### src/rtl/calc_pkg.sv
// Shared types for the calculator scheduler: operation codes, FSM states and
// the opcode legality helper.
package calc_pkg;

  typedef enum logic [2:0] {
    OP_ADD = 3'd0,
    OP_SUB = 3'd1,
    OP_MUL = 3'd2,
    OP_DIV = 3'd3,
    OP_POW = 3'd4
  } op_e;

  typedef enum logic [1:0] {
    IDLE,
    EXEC,
    RESP
  } sched_state_e;

  function automatic logic is_legal_op(input logic [2:0] op);
    return op <= 3'(OP_POW);
  endfunction

endpackage

### src/rtl/calc_scheduler_rr_arbiter.sv
// Combinational round-robin arbiter: grants the first asserted request at or
// above ptr, wrapping modulo NREQ. Grant is one-hot or zero.
module rr_arbiter #(
  parameter int NREQ = 4
) (
  input  logic [NREQ-1:0]         req,
  input  logic [$clog2(NREQ)-1:0] ptr,
  output logic [NREQ-1:0]         gnt
);

  logic        found;
  int unsigned idx;

  always_comb begin
    gnt   = '0;
    found = 1'b0;
    idx   = 0;
    for (int unsigned k = 0; k < NREQ; k++) begin
      idx = (int'(ptr) + k) % NREQ;
      if (!found && req[idx]) begin
        gnt[idx] = 1'b1;
        found    = 1'b1;
      end
    end
  end

endmodule

### src/rtl/calc_scheduler.sv
// Round-robin scheduler sharing one external combinational calculator among
// NREQ requesters. Optional illegal-opcode check: define CALC_SCHED_OPCHK_EN.
module calc_scheduler
  import calc_pkg::*;
#(
  parameter int NB   = 64,
  parameter int NREQ = 4,
  parameter int LAT  = 1
) (
  input  logic                    clk,
  input  logic                    rst,
  input  logic [NREQ-1:0]         req_valid,
  output logic [NREQ-1:0]         req_ready,
  input  logic [NREQ*NB-1:0]      req_a,
  input  logic [NREQ*NB-1:0]      req_b,
  input  logic [NREQ*3-1:0]       req_op,
  output logic [NB-1:0]           calc_a,
  output logic [NB-1:0]           calc_b,
  output logic [2:0]              calc_op,
  input  logic [NB-1:0]           calc_result,
  output logic                    rsp_valid,
  input  logic                    rsp_ready,
  output logic [$clog2(NREQ)-1:0] rsp_id,
  output logic [NB-1:0]           rsp_result,
  output logic                    rsp_err
);

  localparam int IW = $clog2(NREQ);
  localparam int CW = $clog2(LAT + 1);

  sched_state_e    state, state_nxt;
  logic [IW-1:0]   rr_ptr;
  logic [IW-1:0]   win_idx;
  logic [NREQ-1:0] gnt;
  logic            any_req;
  logic            win_legal;
  logic [2:0]      win_op;
  logic [CW-1:0]   cnt;

  rr_arbiter #(.NREQ(NREQ)) u_arb (
    .req (req_valid),
    .ptr (rr_ptr),
    .gnt (gnt)
  );

  always_comb begin
    win_idx = '0;
    for (int unsigned i = 0; i < NREQ; i++) begin
      if (gnt[i]) win_idx = IW'(i);
    end
  end

  assign any_req   = |gnt;
  assign win_op    = req_op[win_idx*3 +: 3];
  assign req_ready = (state == IDLE) ? gnt : '0;
  assign rsp_valid = (state == RESP);

`ifdef CALC_SCHED_OPCHK_EN
  assign win_legal = is_legal_op(win_op);

  always_ff @(posedge clk or posedge rst) begin
    if (rst)                           rsp_err <= 1'b0;
    else if (state == IDLE && any_req) rsp_err <= !win_legal;
  end
`else
  assign win_legal = 1'b1;
  assign rsp_err   = 1'b0;
`endif

  always_ff @(posedge clk or posedge rst) begin
    if (rst) state <= IDLE;
    else     state <= state_nxt;
  end

  always_comb begin
    state_nxt = state;
    case (state)
      IDLE: if (any_req) state_nxt = win_legal ? EXEC : RESP;
      EXEC: if (cnt == '0) state_nxt = RESP;
      RESP: if (rsp_ready) state_nxt = IDLE;
      default: state_nxt = IDLE;
    endcase
  end

  always_ff @(posedge clk or posedge rst) begin
    if (rst) begin
      rr_ptr     <= '0;
      rsp_id     <= '0;
      rsp_result <= '0;
      calc_a     <= '0;
      calc_b     <= '0;
      calc_op    <= '0;
      cnt        <= '0;
    end else begin
      case (state)
        IDLE: if (any_req) begin
          rsp_id <= win_idx;
          cnt    <= CW'(LAT - 1);
          // Illegal ops skip the datapath entirely and answer with zero.
          if (win_legal) begin
            calc_a  <= req_a[win_idx*NB +: NB];
            calc_b  <= req_b[win_idx*NB +: NB];
            calc_op <= win_op;
          end else begin
            rsp_result <= '0;
          end
        end
        EXEC: begin
          if (cnt != '0) cnt <= cnt - 1'b1;
          else           rsp_result <= calc_result;
        end
        RESP: if (rsp_ready) begin
          rr_ptr <= (rsp_id == IW'(NREQ - 1)) ? '0 : rsp_id + 1'b1;
        end
        default: ;
      endcase
    end
  end

endmodule
### config.mk
export PLATFORM = sky130hd
export DESIGN_NAME = calc_scheduler
export DESIGN_NICKNAME = d
export VERILOG_FILES = /design/src/rtl/calc_pkg.sv /design/src/rtl/calc_scheduler_rr_arbiter.sv /design/src/rtl/calc_scheduler.sv
export SDC_FILE = /design/constraint.sdc
export NUM_CORES = 1
export LEC_CHECK = 0
export ABC_AREA = 1
export CAP_MARGIN = 40
export CORE_AREA = 2 2 313 315
export DETAILED_ROUTE_END_ITERATION = 12
export DIE_AREA = 0 0 315 317
export HOLD_SLACK_MARGIN = 0.08
export SLEW_MARGIN = 40
export SYNTH_ARGS = -nofsm -noshare
export SYNTH_HDL_FRONTEND = slang
export SYNTH_HIERARCHICAL = 1
export SYNTH_SLANG_ARGS = --single-unit
### constraint.sdc
create_clock -name clk -period 11.75 [get_ports clk]
set_input_delay 3.525 -clock clk [delete_from_list [all_inputs] [get_ports clk]]
set_output_delay 3.525 -clock clk [all_outputs]
set_load 0.05 [all_outputs]
Word level (Yosys, flattened, before mapping)
Index checks and enable logic that the tools add are counted.
{"block": "op_classes", "addsub": 5, "mul": 1, "magnitude_cmp": 8, "n_eq_ne": 6, "n_shift": 3, "muxes": 35, "bitwise_logic": 4, "n_reduce_logical": 18}
{"operator": "256-bit by 9-bit variable part select with 64-bit output", "count": 2}
{"operator": "4-bit two-way mux", "count": 5}
{"operator": "1-bit two-way mux", "count": 14}
{"operator": "2-bit by 3-bit less-than comparator with 1-bit output (second input constant)", "count": 4}
{"operator": "2-bit two-way mux", "count": 6}
{"operator": "4-bit bitwise OR", "count": 3}
{"operator": "12-bit by 5-bit variable part select with 3-bit output", "count": 1}
{"operator": "1-bit binary-select mux with 2-bit select", "count": 4}
{"operator": "1-bit demux with 2-bit select", "count": 4}
{"operator": "2-bit by 1-bit >= comparator with 1-bit output (second input constant)", "count": 4}
{"operator": "2-bit AND reduction", "count": 4}
{"operator": "1-bit logical AND", "count": 7}
{"operator": "2-bit one-hot mux with 3 select lines", "count": 1}
{"operator": "2-bit by 1-bit adder with 2-bit output (second input constant)", "count": 2}
{"operator": "2-bit adder (second input constant)", "count": 2}
{"operator": "2-bit equality test (second input constant)", "count": 2}
{"operator": "2-bit by 2-bit multiplier with 4-bit output (second input constant)", "count": 1}
{"operator": "2-bit != test (second input constant)", "count": 2}
{"operator": "4-bit OR reduction", "count": 1}
{"operator": "1-bit logical NOT", "count": 3}
{"operator": "3-bit AND reduction", "count": 1}
{"operator": "2-bit by 1-bit equality test with 1-bit output (second input constant)", "count": 1}
{"operator": "2-bit logical NOT", "count": 1}
{"operator": "2-bit by 1-bit != test with 1-bit output (second input constant)", "count": 1}
{"operator": "4 further kinds", "count": 4}
{"block": "word_totals", "register_bits": 202, "inputBits": 595, "out_inout_bits": 203, "word_cells": 88}

Logic depth before layout (Yosys ltp)
{"block": "depth", "word_depth": 17, "mapped_depth": 19, "mapped_depth_nobuf": 17}

Modules after synthesis
Netlist, hierarchy kept.
{"mod": "calc_scheduler", "instances": 1, "cells_each": 2274, "area_each_um2": 13649.3, "seq_area_each_um2": 5029.8}
{"mod": "rr_arbiter", "instances": 1, "cells_each": 73, "area_each_um2": 399.1, "seq_area_each_um2": 0.0}

Worst setup path after synthesis
Ideal clock, no wire load.
{"block": "synth_timing", "path_kind": "input-to-output", "startpoint": "in req_valid[3]", "endpoint": "out req_ready[3]", "arrival_time_ns": 5.408, "required_ns": 8.225, "slack_ns": 2.817, "path_stages": 12, "n_path_buf": 3, "path_cell_list": "nand2_1 nand3_2 nand2_4 nand2_4 nor2_4 nand2_1 nand3_1 inv_2 buf_2 buf_2 buf_2 nor2_1"}
{"block": "synth_between", "elab_chain_len": 13, "elab_cells_between_ends": 25, "classes_between": "mux (16); bitwise (3); reduce/logical (6)"}
{"item": "start, declared", "line_no": "calc_scheduler.sv:12", "rtl": "input logic [NREQ-1:0] req_valid,"}
{"item": "1-bit binary-select mux with 2-bit select", "line_no": "calc_scheduler_rr_arbiter.sv:20", "rtl": "if (!found && req[idx]) begin"}
{"item": "1-bit two-way mux (implied by the code)", "line_no": "calc_scheduler_rr_arbiter.sv:20"}
{"item": "1-bit two-way mux", "line_no": "calc_scheduler_rr_arbiter.sv:20"}
{"item": "1-bit logical NOT", "line_no": "calc_scheduler_rr_arbiter.sv:20"}
{"item": "1-bit logical AND", "line_no": "calc_scheduler_rr_arbiter.sv:20"}
{"item": "1-bit two-way mux", "line_no": "calc_scheduler_rr_arbiter.sv:20"}
{"item": "1-bit logical NOT", "line_no": "calc_scheduler_rr_arbiter.sv:20"}
{"item": "1-bit logical AND", "line_no": "calc_scheduler_rr_arbiter.sv:20"}
{"item": "1-bit two-way mux", "line_no": "calc_scheduler_rr_arbiter.sv:20"}
{"item": "1-bit logical NOT", "line_no": "calc_scheduler_rr_arbiter.sv:20"}
{"item": "1-bit logical AND", "line_no": "calc_scheduler_rr_arbiter.sv:20"}
{"item": "4-bit two-way mux (*)", "line_no": "calc_scheduler_rr_arbiter.sv:20"}
{"item": "via gnt[3]", "line_no": "calc_scheduler.sv:34", "rtl": "logic [NREQ-1:0] gnt;"}
{"item": "4-bit two-way mux (*)", "line_no": "calc_scheduler.sv:55", "rtl": "assign req_ready = (state == IDLE) ? gnt : '0;"}
{"item": "end, declared", "line_no": "calc_scheduler.sv:13", "rtl": "output logic [NREQ-1:0] req_ready,"}
The timed path passes the listed nets; every way through them passes the cells marked *. The select of a mux whose other input is x is not followed.

Worst setup path in the final report
{"block": "layout_timing", "startpoint": "in req_valid[1]", "endpoint": "out req_ready[3]"}
Same word-level chain as after synthesis.

==> flow_summary.ini <==
[cts]
cts.path.max_buffers = 3
cts_buffers = 27
postCtsResizedCells = 0
postCtsSetupRepairBufs = 0
clk_latency_ns = 0.59
htree_levels = 1
root_buffer = clkbuf_16
tritoncts = yes
clkSinkCount = 201
hold_buffers = 0
path_clk_slew_ns = 0.06

[grt]
gr-total-overflow = 0
grt_pass1_wl_mm = 101
grt_max_degree = 92
antenna_found_initial = 20
track_usage_pct = 13.3
grt_pass1_vias = 16150

[setup_path]
end_kind = primary output
crit_path_max_fanout = 48
cp-endpoint = req_ready[3]
crit_start = req_valid[1]
critPathKind = in -> out
crit_slowest_cell = clkdlybuf4s50_1
crit_chain = clkdlybuf4s50_1 > nand2_1 > nand3_2 > nand2_4 > nand2_4 > nor2_4 > nand2_1 > nand3_1 > inv_8 > nor2_1 > clkdlybuf4s50_1
crit_arrival_ns = 6.06
regToRegEndpoint = calc_b[1]
r2r_slack_ns = 7.44
critPathRequiredTime_ns = 8.23
max_stage_delay_ns = 0.81
rr_startpoint = rr_ptr[0]
reg2reg_depth = 18
startpoint_type = primary input

[sta]
fin_ws_ns = 2.17
period_needed_ns = 9.58
period_share_pct = 81.6
setup_tns_ns = 0
rsz0062_at_grt = no
timing.fmax_mhz = 104
max_slew_margin_pct = 44.5
setup-violations-final = 0
worstMarginPinSlew_ns = 0.833
whs_ns = 0.474
hold_violations = 0
skew_ns = 0.00678
slew_violations = 0

[placed_design]
pre_cts_ws_ns = 2.18
place.gp.congestion = 0.865
io_buffers = 796
place_hpwl_mm = 54.4

[synth]
synth.top_cell.area_share_pct = 35.8
yosysTopAreaCell = dfrtp_1
syn_area_per_cell_sq_um = 5.99
syn_nets = 2949
yosysSeqAreaShare_pct = 35.8
syn_area_sq_mm = 0.0140
synth_cell_types = 19
ys_top_cells_by_area = dfrtp_1 36%, nand2_1 25%, nor2_1 14%
yosys_warnings = 6
ys_seq_elements = 201
synthCells = 2347

[routing]
dr_total_vias = 16560
firstDrtPassIters = 5
drtIter0Drc = 853
via_per_inst = 3.80
route.detailed.drc = 0
wl_per_cell_microns = 16.4
final_antenna_net_count = 0
wl_mm = 71.4

[floorplan]
io_pins = 798
core-area_sq_mm = 0.0963
floorplan.initialDensity_pct = 14.6
die_y_microns = 317
rows = 114
dieArea_sq_mm = 0.0999
die_w_microns = 315

[outcome]
outcome = complete, no violations

[worst_hold_path]
hold_class = reg -> reg

[flow_run]
drv_cap = 0

[layout]
nets = 3660
drive_above_1_share_pct = 5.10
fillers = 10764
area_growth_pct = 72.4
worst min-delay path by stage:
stage,endpoint,slack (ns),start,depth (start not counted)
global placement,calc_b[36],0.46,calc_b[36],2
detailed placement,calc_a[46],0.46,calc_a[46],2
global route,calc_b[36],0.49,calc_b[36],2
finish,calc_b[32],0.47,calc_b[32],2
floorplan,rr_ptr[0],0.59,state[0],3
CTS,calc_a[46],0.48,calc_a[46],2
metrics by stage:
stage / instance area [sq um] / cells / util (%)
2_1_floorplan: 14000 / 2347 / -
3_3_place_gp: 23200 / 4304 / 24.1
3_5_place_dp: 23200 / 4305 / 24.1
4_1_cts: 24200 / 4355 / 25.1
5_1_grt: 24200 / 4359 / 25.2
6_report: 24200 / 4362 / 25.2
cell families (layout without fill, tap and decap cells):
kind of cell | count (synthesis) | count (layout) | synth area share (%)
multiplexers | 64 | 64 | 5.13
flip-flops | 201 | 201 | 35.8
adder cells (fa/ha/maj) | 7 | 7 | 0.623
other | 1 | 8 | 0.0267
AO/OA/AOI/OAI | 3 | 3 | 0.107
buffers and inverters | 423 | 1155 | 12.5
AND/OR/NAND/NOR | 1648 | 1648 | 45.8
placed cells by master, fill, tap and decap left out, types with 3 or more instances in the layout:
cell             instances
nand2_1                948
clkdlybuf4s50_1        795
nor2_1                 530
inv_1                  280
dfrtp_1                201
nand3_1                155
mux2_2                  64
clkbuf_16               27
buf_4                   16
clkbuf_8                10
diode_2                  7
ha_1                     7
buf_6                    5
nand2_4                  4
bufinv_16                4
clkinv_2                 4
inv_6                    3
inv_2                    3
o21ai_0                  3
nand2_2                  3
area by class of cell:
type	count	area [sq um]	area share (%)
timing repair buffer	818	8160	33.7
multi-input combinational	1723	7320	30.2
sequential	201	5030	20.8
tap	1276	1600	6.59
inverter	287	1100	4.55
clock buffer	38	817	3.37
clock inverter	12	184	0.759
antenna	7	17.5	0.0723
Yosys cell counts, drive strengths merged:
library cell and instances:
nand3 159, nor2 532, o21ai 3, inv 287
ha 7, conb 1, buf 110, nand2 956
nor3 1, mux2 64, clkbuf 26, dfrtp 201
per-layer routing:
layer  global-route usage [%]  up-vias  routed length, microns
met5                        0        -                     144
met4                     4.48       22                    2120
met3                     4.79      111                    6790
met2                     23.5      595                   34700
met1                     14.8     7497                   27700
li1                         -     8335                       -
sequential cells by signal, indices dropped and copies added, names as in the netlist:
register and flops:
calc_a 64, calc_b 64, rsp_result 64, calc_op 3, rr_ptr 2, rsp_id 2, state 2
critical path, delay by kind of cell:
kind,cells,cell delay (ns)
and+or+nand+nor,8,1.10
buffers and inverters,3,1.44
Power is not shown: default switching activity piles up to over one toggle a cycle in this logic, so the estimate is an artifact.
